**src/rtl/multiplier_32b_rr_arb.sv**
```systemverilog
// Round-robin arbiter and sequencer sharing one registered 32x32 multiplier among NUM_REQ requesters.
// Optional macro MUL_CLR_EN adds a one-cycle CLR state that zeroes the multiplier after each response.
module multiplier_32b_rr_arb #(
    parameter int NUM_REQ = 4,
    parameter int IDX_W   = $clog2(NUM_REQ)
) (
    input  logic                  iClk,
    input  logic                  iRstN,
    input  logic [NUM_REQ-1:0]    iReqValid,
    output logic [NUM_REQ-1:0]    oReqReady,
    input  logic [NUM_REQ*32-1:0] iReqData0,
    input  logic [NUM_REQ*32-1:0] iReqData1,
    output logic                  oMulEn,
    output logic                  oMulClr,
    output logic [31:0]           oMulData0,
    output logic [31:0]           oMulData1,
    input  logic [63:0]           iMulData,
    output logic [NUM_REQ-1:0]    oRspValid,
    output logic [63:0]           oRspData,
    input  logic                  iRspReady,
    output logic                  oBusy
);

    typedef enum logic [1:0] {
        ST_IDLE  = 2'd0,
        ST_ISSUE = 2'd1,
        ST_RESP  = 2'd2
`ifdef MUL_CLR_EN
        ,
        ST_CLR   = 2'd3
`endif
    } state_e;

    state_e           state_q, state_d;
    logic [IDX_W-1:0] ptr_q, ptr_d;
    logic [IDX_W-1:0] grant_q, grant_d;
    logic [31:0]      opa_q, opa_d;
    logic [31:0]      opb_q, opb_d;

    logic [31:0]      req_a [NUM_REQ];
    logic [31:0]      req_b [NUM_REQ];
    logic             found;
    logic [IDX_W-1:0] win_idx;
    logic [IDX_W-1:0] win_next;
    logic [IDX_W:0]   cand_sum;
    logic [IDX_W-1:0] cand;

    always_comb begin
        for (int k = 0; k < NUM_REQ; k++) begin
            req_a[k] = iReqData0[32*k +: 32];
            req_b[k] = iReqData1[32*k +: 32];
        end
    end

    // Search ptr, ptr+1, ... with an explicit wrap so non-power-of-2 NUM_REQ never indexes past the last requester.
    always_comb begin
        found    = 1'b0;
        win_idx  = ptr_q;
        cand_sum = '0;
        cand     = '0;
        for (int i = 0; i < NUM_REQ; i++) begin
            cand_sum = {1'b0, ptr_q} + (IDX_W+1)'(i);
            if (cand_sum >= (IDX_W+1)'(NUM_REQ)) begin
                cand_sum = cand_sum - (IDX_W+1)'(NUM_REQ);
            end
            cand = cand_sum[IDX_W-1:0];
            if (!found && iReqValid[cand]) begin
                found   = 1'b1;
                win_idx = cand;
            end
        end
    end

    assign win_next = (win_idx == IDX_W'(NUM_REQ - 1)) ? '0 : win_idx + IDX_W'(1);

    // NOTE: every signal written here gets a default first, so no path leaves one unassigned and no latch is inferred.
    always_comb begin
        state_d   = state_q;
        ptr_d     = ptr_q;
        grant_d   = grant_q;
        opa_d     = opa_q;
        opb_d     = opb_q;
        oReqReady = '0;
        oMulEn    = 1'b0;
        oMulClr   = 1'b0;
        oRspValid = '0;
        oRspData  = '0;
        oBusy     = (state_q != ST_IDLE);

        case (state_q)
            ST_IDLE: begin
                if (found) begin
                    // Ready is gated by reset so nothing is offered while the block is held in reset.
                    oReqReady = iRstN ? (NUM_REQ'(1) << win_idx) : '0;
                    state_d   = ST_ISSUE;
                    ptr_d     = win_next;
                    grant_d   = win_idx;
                    opa_d     = req_a[win_idx];
                    opb_d     = req_b[win_idx];
                end
            end
            ST_ISSUE: begin
                oMulEn  = 1'b1;
                state_d = ST_RESP;
            end
            ST_RESP: begin
                oRspValid = NUM_REQ'(1) << grant_q;
                oRspData  = iMulData;
                if (iRspReady) begin
`ifdef MUL_CLR_EN
                    state_d = ST_CLR;
`else
                    state_d = ST_IDLE;
`endif
                end
            end
`ifdef MUL_CLR_EN
            ST_CLR: begin
                oMulClr = 1'b1;
                state_d = ST_IDLE;
            end
`endif
            default: begin
                state_d = ST_IDLE;
            end
        endcase
    end

    // The multiplier holds its inputs outside ISSUE, so operands stay on the last latched pair.
    assign oMulData0 = opa_q;
    assign oMulData1 = opb_q;

    // NOTE: state registers use non-blocking assignments so every flop samples pre-edge values.
    // NOTE: the operand latches are reset too, because their values are visible on oMulData0/1 straight after reset.
    always_ff @(posedge iClk or negedge iRstN) begin
        if (!iRstN) begin
            state_q <= ST_IDLE;
            ptr_q   <= '0;
            grant_q <= '0;
            opa_q   <= '0;
            opb_q   <= '0;
        end else begin
            state_q <= state_d;
            ptr_q   <= ptr_d;
            grant_q <= grant_d;
            opa_q   <= opa_d;
            opb_q   <= opb_d;
        end
    end

endmodule

```
**config.mk**
```make
export PLATFORM = sky130hd
export DESIGN_NAME = multiplier_32b_rr_arb
export DESIGN_NICKNAME = d
export VERILOG_FILES = /design/src/rtl/multiplier_32b_rr_arb.sv
export SDC_FILE = /design/constraint.sdc
export NUM_CORES = 1
export LEC_CHECK = 0
export CORE_AREA = 2 2 183 185
export CTS_CLUSTER_DIAMETER = 50
export DETAILED_ROUTE_END_ITERATION = 12
export DIE_AREA = 0 0 185 187
export PLACE_DENSITY = 0.5
export SKIP_LAST_GASP = 1
export SYNTH_ARGS = -nofsm -noshare
export SYNTH_HDL_FRONTEND = slang
export SYNTH_SLANG_ARGS = --single-unit
export TNS_END_PERCENT = 100
```
**constraint.sdc**
```tcl
create_clock -name iClk -period 2.9 [get_ports iClk]
set_input_delay 0.58 -clock iClk [delete_from_list [all_inputs] [get_ports iClk]]
set_output_delay 0.58 -clock iClk [all_outputs]
set_load 0.02 [all_outputs]
```
== Yosys cells after proc, flatten, opt, wreduce, memory -nomap -nowiden ==
Cells that the tools add are included.

* Add/subtract/negate cells: 8
* Order comparisons: 9
* Equal/unequal tests: 5
* Shifts and indexed selects: 2
* Muxes and demuxes: 36
* Bitwise operators: 1
* Reductions and logical operators: 10

{| class="wikitable"
|+ Operators by type and width
! operator !! count
|-
| $bmux 32 s2 || 2
|-
| $mux 32 || 4
|-
| $mux 64 || 1
|-
| $mux 2 || 11
|-
| $mux 4 || 4
|-
| $ge 3x3->1 const B || 4
|-
| $lt 2x3->1 const B || 4
|-
| $mux 1 || 9
|-
| $bmux 1 s2 || 4
|-
| $shl 1x2->4 const A || 2
|-
| $sub 2x1->2 const B || 4
|-
| $add 2x2->3 const B || 2
|-
| $pmux 2 s3 || 1
|-
| $eq 2x2->1 const B || 2
|-
| $ne 2x2->1 const B || 2
|-
| $reduce_and 2->1 || 2
|-
| $add 2x1->3 const B || 1
|-
| $ge 2x3->1 const B || 1
|-
| $logic_and 1x1->1 || 3
|-
| $logic_not 1->1 || 3
|-
| $not 2->3 || 1
|-
| $add 2x1->2 const B || 1
|-
| $eq 2x1->1 const B || 1
|-
| $logic_not 2->1 || 1
|-
| $reduce_bool 2->1 || 1
|}

* Flip-flop bits (word level): 70
* Bits of input ports: 327
* Output and inout bits: 139
* Logic and storage cells: 76

== Depth between registers and ports, before layout ==
Gate-level depths: netlist (run 1).

* Depth after elaboration: 18
* Depth in mapped cells: 9
* Gate-level depth less buffers: 7

== Least setup slack after synthesis (run 1) ==
OpenSTA, ideal clock, no wires.

* Kind: input-to-output
* Start point: input iReqValid[2]
* End point: output oReqReady[0]
* Arrival time: 2.032 ns
* Data required time: 2.320 ns
* Setup slack: 0.288 ns
* Stages: 7
* Buffers on the path: 2
* Path through: or2_2 -> a21oi_1 -> o21a_1 -> inv_1 -> buf_2 -> buf_1 -> nor3_1

* Word-level cells in the longest chain between the ends: 16
* Elaborated cells on any way between the ends: 26
* Classes of those cells: shift (1); mux (19); reduce/logical (6)

{| class="wikitable"
|+ RTL lines
! element !! RTL line !! RTL
|-
| start, declared || 9 || <nowiki>input logic [NUM_REQ-1:0] iReqValid,</nowiki>
|-
| $bmux 1 s2 || 67 || <nowiki>if (!found && iReqValid[cand]) begin</nowiki>
|-
| $mux 1 (not written as such) || 67 ||
|-
| $mux 1 || 67 ||
|-
| $logic_not 1->1 || 67 ||
|-
| $logic_and 1x1->1 || 67 ||
|-
| $mux 1 || 67 ||
|-
| $logic_not 1->1 || 67 ||
|-
| $logic_and 1x1->1 || 67 ||
|-
| $mux 1 || 67 ||
|-
| $logic_not 1->1 || 67 ||
|-
| $logic_and 1x1->1 || 67 ||
|-
| $mux 2 || 67 ||
|-
| $shl 1x2->4 || 94 || <nowiki>oReqReady = iRstN ? (NUM_REQ'(1) << win_idx) : '0;</nowiki>
|-
| $mux 4 || 94 ||
|-
| $mux 4 (*) || 92 || <nowiki>if (found) begin</nowiki>
|-
| $mux 4 (*) || 90 || <nowiki>case (state_q)</nowiki>
|-
| end, declared || 10 || <nowiki>output logic [NUM_REQ-1:0] oReqReady,</nowiki>
|}

Every way passes the cells marked *; elsewhere a longest branch is shown, timed or not. The select of a mux whose other input is x is not followed.

== Final worst setup path (run 1) ==
* Start point: input iReqValid[1]
* End point: output oReqReady[3]

The elaborated chain is that of the path after synthesis.

==> metrics, run 1 <==
share of cells above drive strength 1 8.77%; Mapped Nets 855; Final Skew 0.00632 ns; GRT Util Overall 15.5%; Placement Cell Area 0.0103 mm^2; DRT iter0 DRCs 231; drt drc 0; FMAX 0.354 GHz; Routed WL 27,600 um; placed cells 1,413; register bit total from synthesis 70; LEAKAGE 3.98 nW; Antenna Nets Post-Route 0; DRT Pass-1 Iters 4; antenna violations before repair 2; worst reg2reg path endpoint oMulData1[3]$_DFFE_PN0P_; post-layout min period 2.83 ns; GR Util met2 28.8%; Vias 6,120; gpl congestion 0.770; WS Path Type input port to output pin; clock latency on the worst-skew pair 0.34 ns; WP data arrival 2.25 ns; vias in the first global route 6,505; # port buffers 464; max-slew violation count 0; # clock sinks 70; M3 GR Usage 5.37%; Crit Path Max Fanout 4; Root Driver clkbuf_16; Slew @ Worst Pin 0.807 ns; WL/cell 19.3 um; synth warn 0; Reg2Reg Depth 8; worst endpoint required time 2.32 ns; largest net degree at the start of global routing 68; ant diodes 0; average vias per placed instance 4.28; Synth Cell Area 0.00507 mm^2; met1 usage 16.0%; CP Capture Type output pin; Final Setup Violations 0; Clock transition at path regs 0.06 ns; Hold Fails Final Rpt 0; total power 0.00929 W; Post-CTS Hold Buffers 0; Initial Utilization 15.4%; CTS tree done; commonest non-fill, non-tap cell in the layout clkdlybuf4s50_1; distinct cell type count after synthesis 36; first-pass GRT wire length 40,200 um; setup slack, reg-to-reg 0.37 ns; GRT busiest layer met2; Longest Clk Path Bufs 2; fill count 3,412; period utilization 97.4%; pwr/cell area 873 mW/mm^2; worst-case vdd ir drop 289 uV; htree depth 3; Layout Nets 1,305; Core Rows 67; max cap viols 0; Post-Synthesis Cells 527; worst reg2reg path startpoint ptr_q[1]$_DFFE_PN0P_; Die H 187 um; Syn Area/Cell 9.62 um^2; Num CTS Buffers 9; total gr overflow 0; die footprint 0.0346 mm^2; Die W 185 um; Hold WC Path Type input port to asynchronous set/reset pin; Core Area 0.0329 mm^2; cell area after layout 0.0106 mm^2; dpl hpwl 21,300 um; fin cells 1,429; slew margin rel. 46.2%; commonest cells after routing, fill and taps aside clkdlybuf4s50_1 (456), dfrtp_1 (70), and2_1 (64); critical path launch point type input port; Area Growth Syn to Fin 110%; register area share after synthesis 34.5%; num ports 466; status complete, no violations
[worst max-delay path by stage]
stage,from,end,cells past startpoint
2_1_floorplan,iReqValid[2],oReqReady[0],7
3_3_place_gp,iReqValid[0],oReqReady[3],8
3_5_place_dp,iReqValid[0],oReqReady[3],8
4_1_cts,iReqValid[0],oReqReady[3],8
5_1_grt,iReqValid[1],oReqReady[3],8
6_report,iReqValid[1],oReqReady[3],8
[per-stage QoR]
step	TNS (ns)	hold WS [ns]	util, %	setup WS (ns)
final	0	0.0610	32.4	0.0743
after global routing	-0.00426	0.0431	32.4	-0.00426
after CTS	-0.124	0.0455	32.3	-0.124
after detailed placement	-11.08	0.422	31.5	-0.333
after global placement	-10.66	0.418	31.5	-0.313
after floorplan	0	0.284	-	0.288
[report_power, final]
part / leakage (nW) / internal [W] / switching, W
clock network: 0.127 / 0.000599 / 0.000482
registers: 0.780 / 0.00148 / 0.000245
logic: 3.07 / 0.00304 / 0.00344
total: 3.98 / 0.00512 / 0.00417
[routing by layer]
metal | part of all wire [%] | up-vias
met5 | 0.058 | -
met4 | 2.7 | 2
met3 | 9.5 | 35
met2 | 52 | 293
met1 | 36 | 2912
li1 | - | 2878
[registers in the layout, summed over array words and instances (netlist names)]
register	count
oMulData0	32
oMulData1	32
grant_q	2
ptr_q	2
state_q	2
[cell type report]
class	count	area, um^2	area share, %
clock buffer	10	239	2.24
clock inverter	5	36.3	0.341
inverter	4	20.0	0.188
multi-input combinational	396	3090	29.0
sequential	70	1750	16.5
tap	448	561	5.26
timing repair buffer	496	4950	46.5
[critical path, stage by stage]
cell and delay [ns]:
clkdlybuf4s50_1 0.47, nor2_2 0.23, o21ai_4 0.10, o211ai_4 0.12, inv_2 0.09, ha_1 0.19
and3_1 0.15, dlygate4sd2_1 0.31
[logic make-up (layout without fill, tap and decap cells)]
family | count (synthesis) | count (layout) | share of synthesized area (%)
simple gates | 200 | 200 | 22.6
compound gates | 119 | 119 | 19.4
mux | 75 | 75 | 17.8
flops | 70 | 70 | 34.5
buf+inv | 61 | 515 | 5.38
fa+ha+maj | 1 | 1 | 0.247
other cells | 1 | 1 | 0.0739
[synth_stat cells, drive strengths merged]
cell type  number  area [um^2]
o21bai          1         7.51
nor2            5         21.3
o211ai          1         21.3
buf            28          149
nand2b         54          338
o2111ai         1         15.0
nand2          11         41.3
nor2b           5         33.8
a21oi           2         13.8
o21ai           4         35.0
inv             3         11.3
a211oi         53          398
clkinv          1         3.75
a21boi          1         7.51
o21a            1         7.51
mux2i          53          531
a21o            2         15.0
and2           64          400
ha              1         12.5
mux2           11          124
conb            1         3.75
clkbuf         29          109
or2             2         12.5
mux4           11          248
dfrtp          70         1750
o41ai          53          464
nor3           57          285
and3            2         12.5
[repair_timing]
| action | CTS | global route |
|---|---|---|
| hold endpoints to repair | 0 | 0 |
| pin swaps | 0 | 2 |
| endpoints found under the setup margin | 4 | 16 |
| gates cloned | 0 | 0 |
| resized for setup | 8 | 6 |
| setup buffers | 0 | 1 |
Power figures use the tool's default switching activity.
==> run 2: changes to the inputs <==
--- a/config.mk
+++ b/config.mk
@@ -5,11 +5,13 @@
 export SDC_FILE = /design/constraint.sdc
 export NUM_CORES = 1
 export LEC_CHECK = 0
-export CORE_AREA = 2 2 183 185
+export CELL_PAD_IN_SITES_DETAIL_PLACEMENT = 1
+export CELL_PAD_IN_SITES_GLOBAL_PLACEMENT = 2
+export CORE_UTILIZATION = 16
 export CTS_CLUSTER_DIAMETER = 50
+export CTS_CLUSTER_SIZE = 25
 export DETAILED_ROUTE_END_ITERATION = 12
-export DIE_AREA = 0 0 185 187
-export PLACE_DENSITY = 0.5
+export PLACE_DENSITY = 0.86
 export SKIP_LAST_GASP = 1
 export SYNTH_ARGS = -nofsm -noshare
 export SYNTH_HDL_FRONTEND = slang
==> metrics, run 2 (same netlist as run 1, synthesis figures left out) <==
Die W 180 um; WL/cell 21.1 um; htree depth 3; GRT Util Overall 17.9%; Placement Cell Area 0.0102 mm^2; CP Capture Type output pin; Vias 6,187; average vias per placed instance 4.50; Final Skew 0.00950 ns; Hold WS 0.183 ns; die footprint 0.0324 mm^2; GR Util met2 33.5%; antenna violations before repair 2; FMAX 0.355 GHz; Final Setup Violations 0; pwr/cell area 894 mW/mm^2; DRT iter0 DRCs 176; met1 usage 18.7%; FF+latch area 0.00175 mm^2; num ports 466; commonest non-fill, non-tap cell in the layout clkdlybuf4s50_1; Layout Nets 1,302; total gr overflow 0; GRT busiest layer met2; # port buffers 464; gpl congestion 0.858; # clock sinks 70; Longest Clk Path Bufs 2; DRT Pass-1 Iters 4; Hold WC Path Type input port to asynchronous set/reset pin; vias in the first global route 6,816; Clock transition at path regs 0.07 ns; share of cells above drive strength 1 8.68%; period utilization 97.2%; clock latency on the worst-skew pair 0.34 ns; Root Driver clkbuf_16; WS Path Type input port to output pin; max-slew violation count 0; Reg2Reg Depth 9; Die H 180 um; Area Growth Syn to Fin 108%; Core Util, Final 34.2%; cell area after layout 0.0106 mm^2; placed cells 1,358; total power 0.00945 W; Hold Fails Final Rpt 0; worst-case vdd ir drop 505 uV; worst endpoint required time 2.32 ns; RSZ-0062 raised after global routing yes; dpl hpwl 22,400 um; multi-input logic area 0.00309 mm^2; Num CTS Buffers 9; Crit Path Max Fanout 6; status complete, no violations; slew margin rel. 37.9%; fill count 3,508; Antenna Nets Post-Route 0; Post-CTS Hold Buffers 0; post-layout min period 2.82 ns; Core Rows 64; critical path launch point type input port; Core Area 0.0309 mm^2; fin cells 1,376; Slew @ Worst Pin 0.932 ns; WP data arrival 2.24 ns; Routed WL 29,100 um; Initial Utilization 16.4%; drt drc 0; max cap viols 0; M3 GR Usage 6.24%; CTS tree done; commonest cells after routing, fill and taps aside clkdlybuf4s50_1 (457), dfrtp_1 (70), and2_1 (64); largest net degree at the start of global routing 72; first-pass GRT wire length 43,600 um; LEAKAGE 3.97 nW
run 2: area by class of cell:
class	count	share of cell area, %
sequential	70	16.6
multi-input combinational	396	29.2
inverter	4	0.190
clock buffer	10	2.26
antenna	1	0.0237
tap	396	4.69
clock inverter	6	0.652
timing repair buffer	493	46.4
run 2: critical path, cell delays in order:
cell and delay [ns]:
clkdlybuf4s50_1 0.44, or2_2 0.29, a21oi_1 0.14, o21a_2 0.21, inv_6 0.05, ha_1 0.17, and3_1 0.18, clkbuf_2 0.16
run 2: path summary, 6_finish.rpt:
kind                                           from                         to  slack [ns]
setup / recovery                       iReqValid[2]               oReqReady[3]        0.08
hold / removal                                iRstN  oMulData1[22]$_DFFE_PN0P_        0.18
setup reg to reg               ptr_q[1]$_DFFE_PN0P_   oMulData0[7]$_DFFE_PN0P_        0.46
hold reg to reg            oMulData1[8]$_DFFE_PN0P_   oMulData1[8]$_DFFE_PN0P_        0.51
max in group asynchronous                     iRstN  oMulData0[16]$_DFFE_PN0P_        1.54
min in group iClk          oMulData1[8]$_DFFE_PN0P_   oMulData1[8]$_DFFE_PN0P_        0.51
run 2: stage by stage:
step	worst slack, ns	TNS (ns)
2_1_floorplan	0.288	0
3_3_place_gp	-0.277	-10.76
3_5_place_dp	-0.383	-15.18
4_1_cts	-0.171	-0.171
5_1_grt	-0.00922	-0.00922
6_report	0.0811	0
run 2: repair_timing:
item,CTS,global route
resized for setup,5,14
buffers inserted,0,1
endpoints found under the setup margin,5,39
pin swaps,0,1
run 2: where the power goes:
| group | switching, W | internal, W | total [W] |
|---|---|---|---|
| Clock | 0.000509 | 0.000698 | 0.00121 |
| Combinational | 0.00350 | 0.00300 | 0.00650 |
| Sequential | 0.000262 | 0.00148 | 0.00175 |
| Total | 0.00427 | 0.00518 | 0.00945 |
run 2: routing by layer:
metal | wire length (um) | part of all wire [%]
met1 | 10700 | 37
met2 | 15300 | 53
met3 | 2370 | 8.2
met4 | 651 | 2.2
met5 | 13 | 0.045
==> run 3: changes to the inputs <==
--- a/config.mk
+++ b/config.mk
@@ -11,6 +11,7 @@
 export CTS_CLUSTER_DIAMETER = 50
 export CTS_CLUSTER_SIZE = 25
 export DETAILED_ROUTE_END_ITERATION = 12
+export HOLD_SLACK_MARGIN = 0.08
 export PLACE_DENSITY = 0.86
 export SKIP_LAST_GASP = 1
 export SYNTH_ARGS = -nofsm -noshare
==> results of run 3 <==
No change in the layout: final DEF, timing and power equal those of run 2.
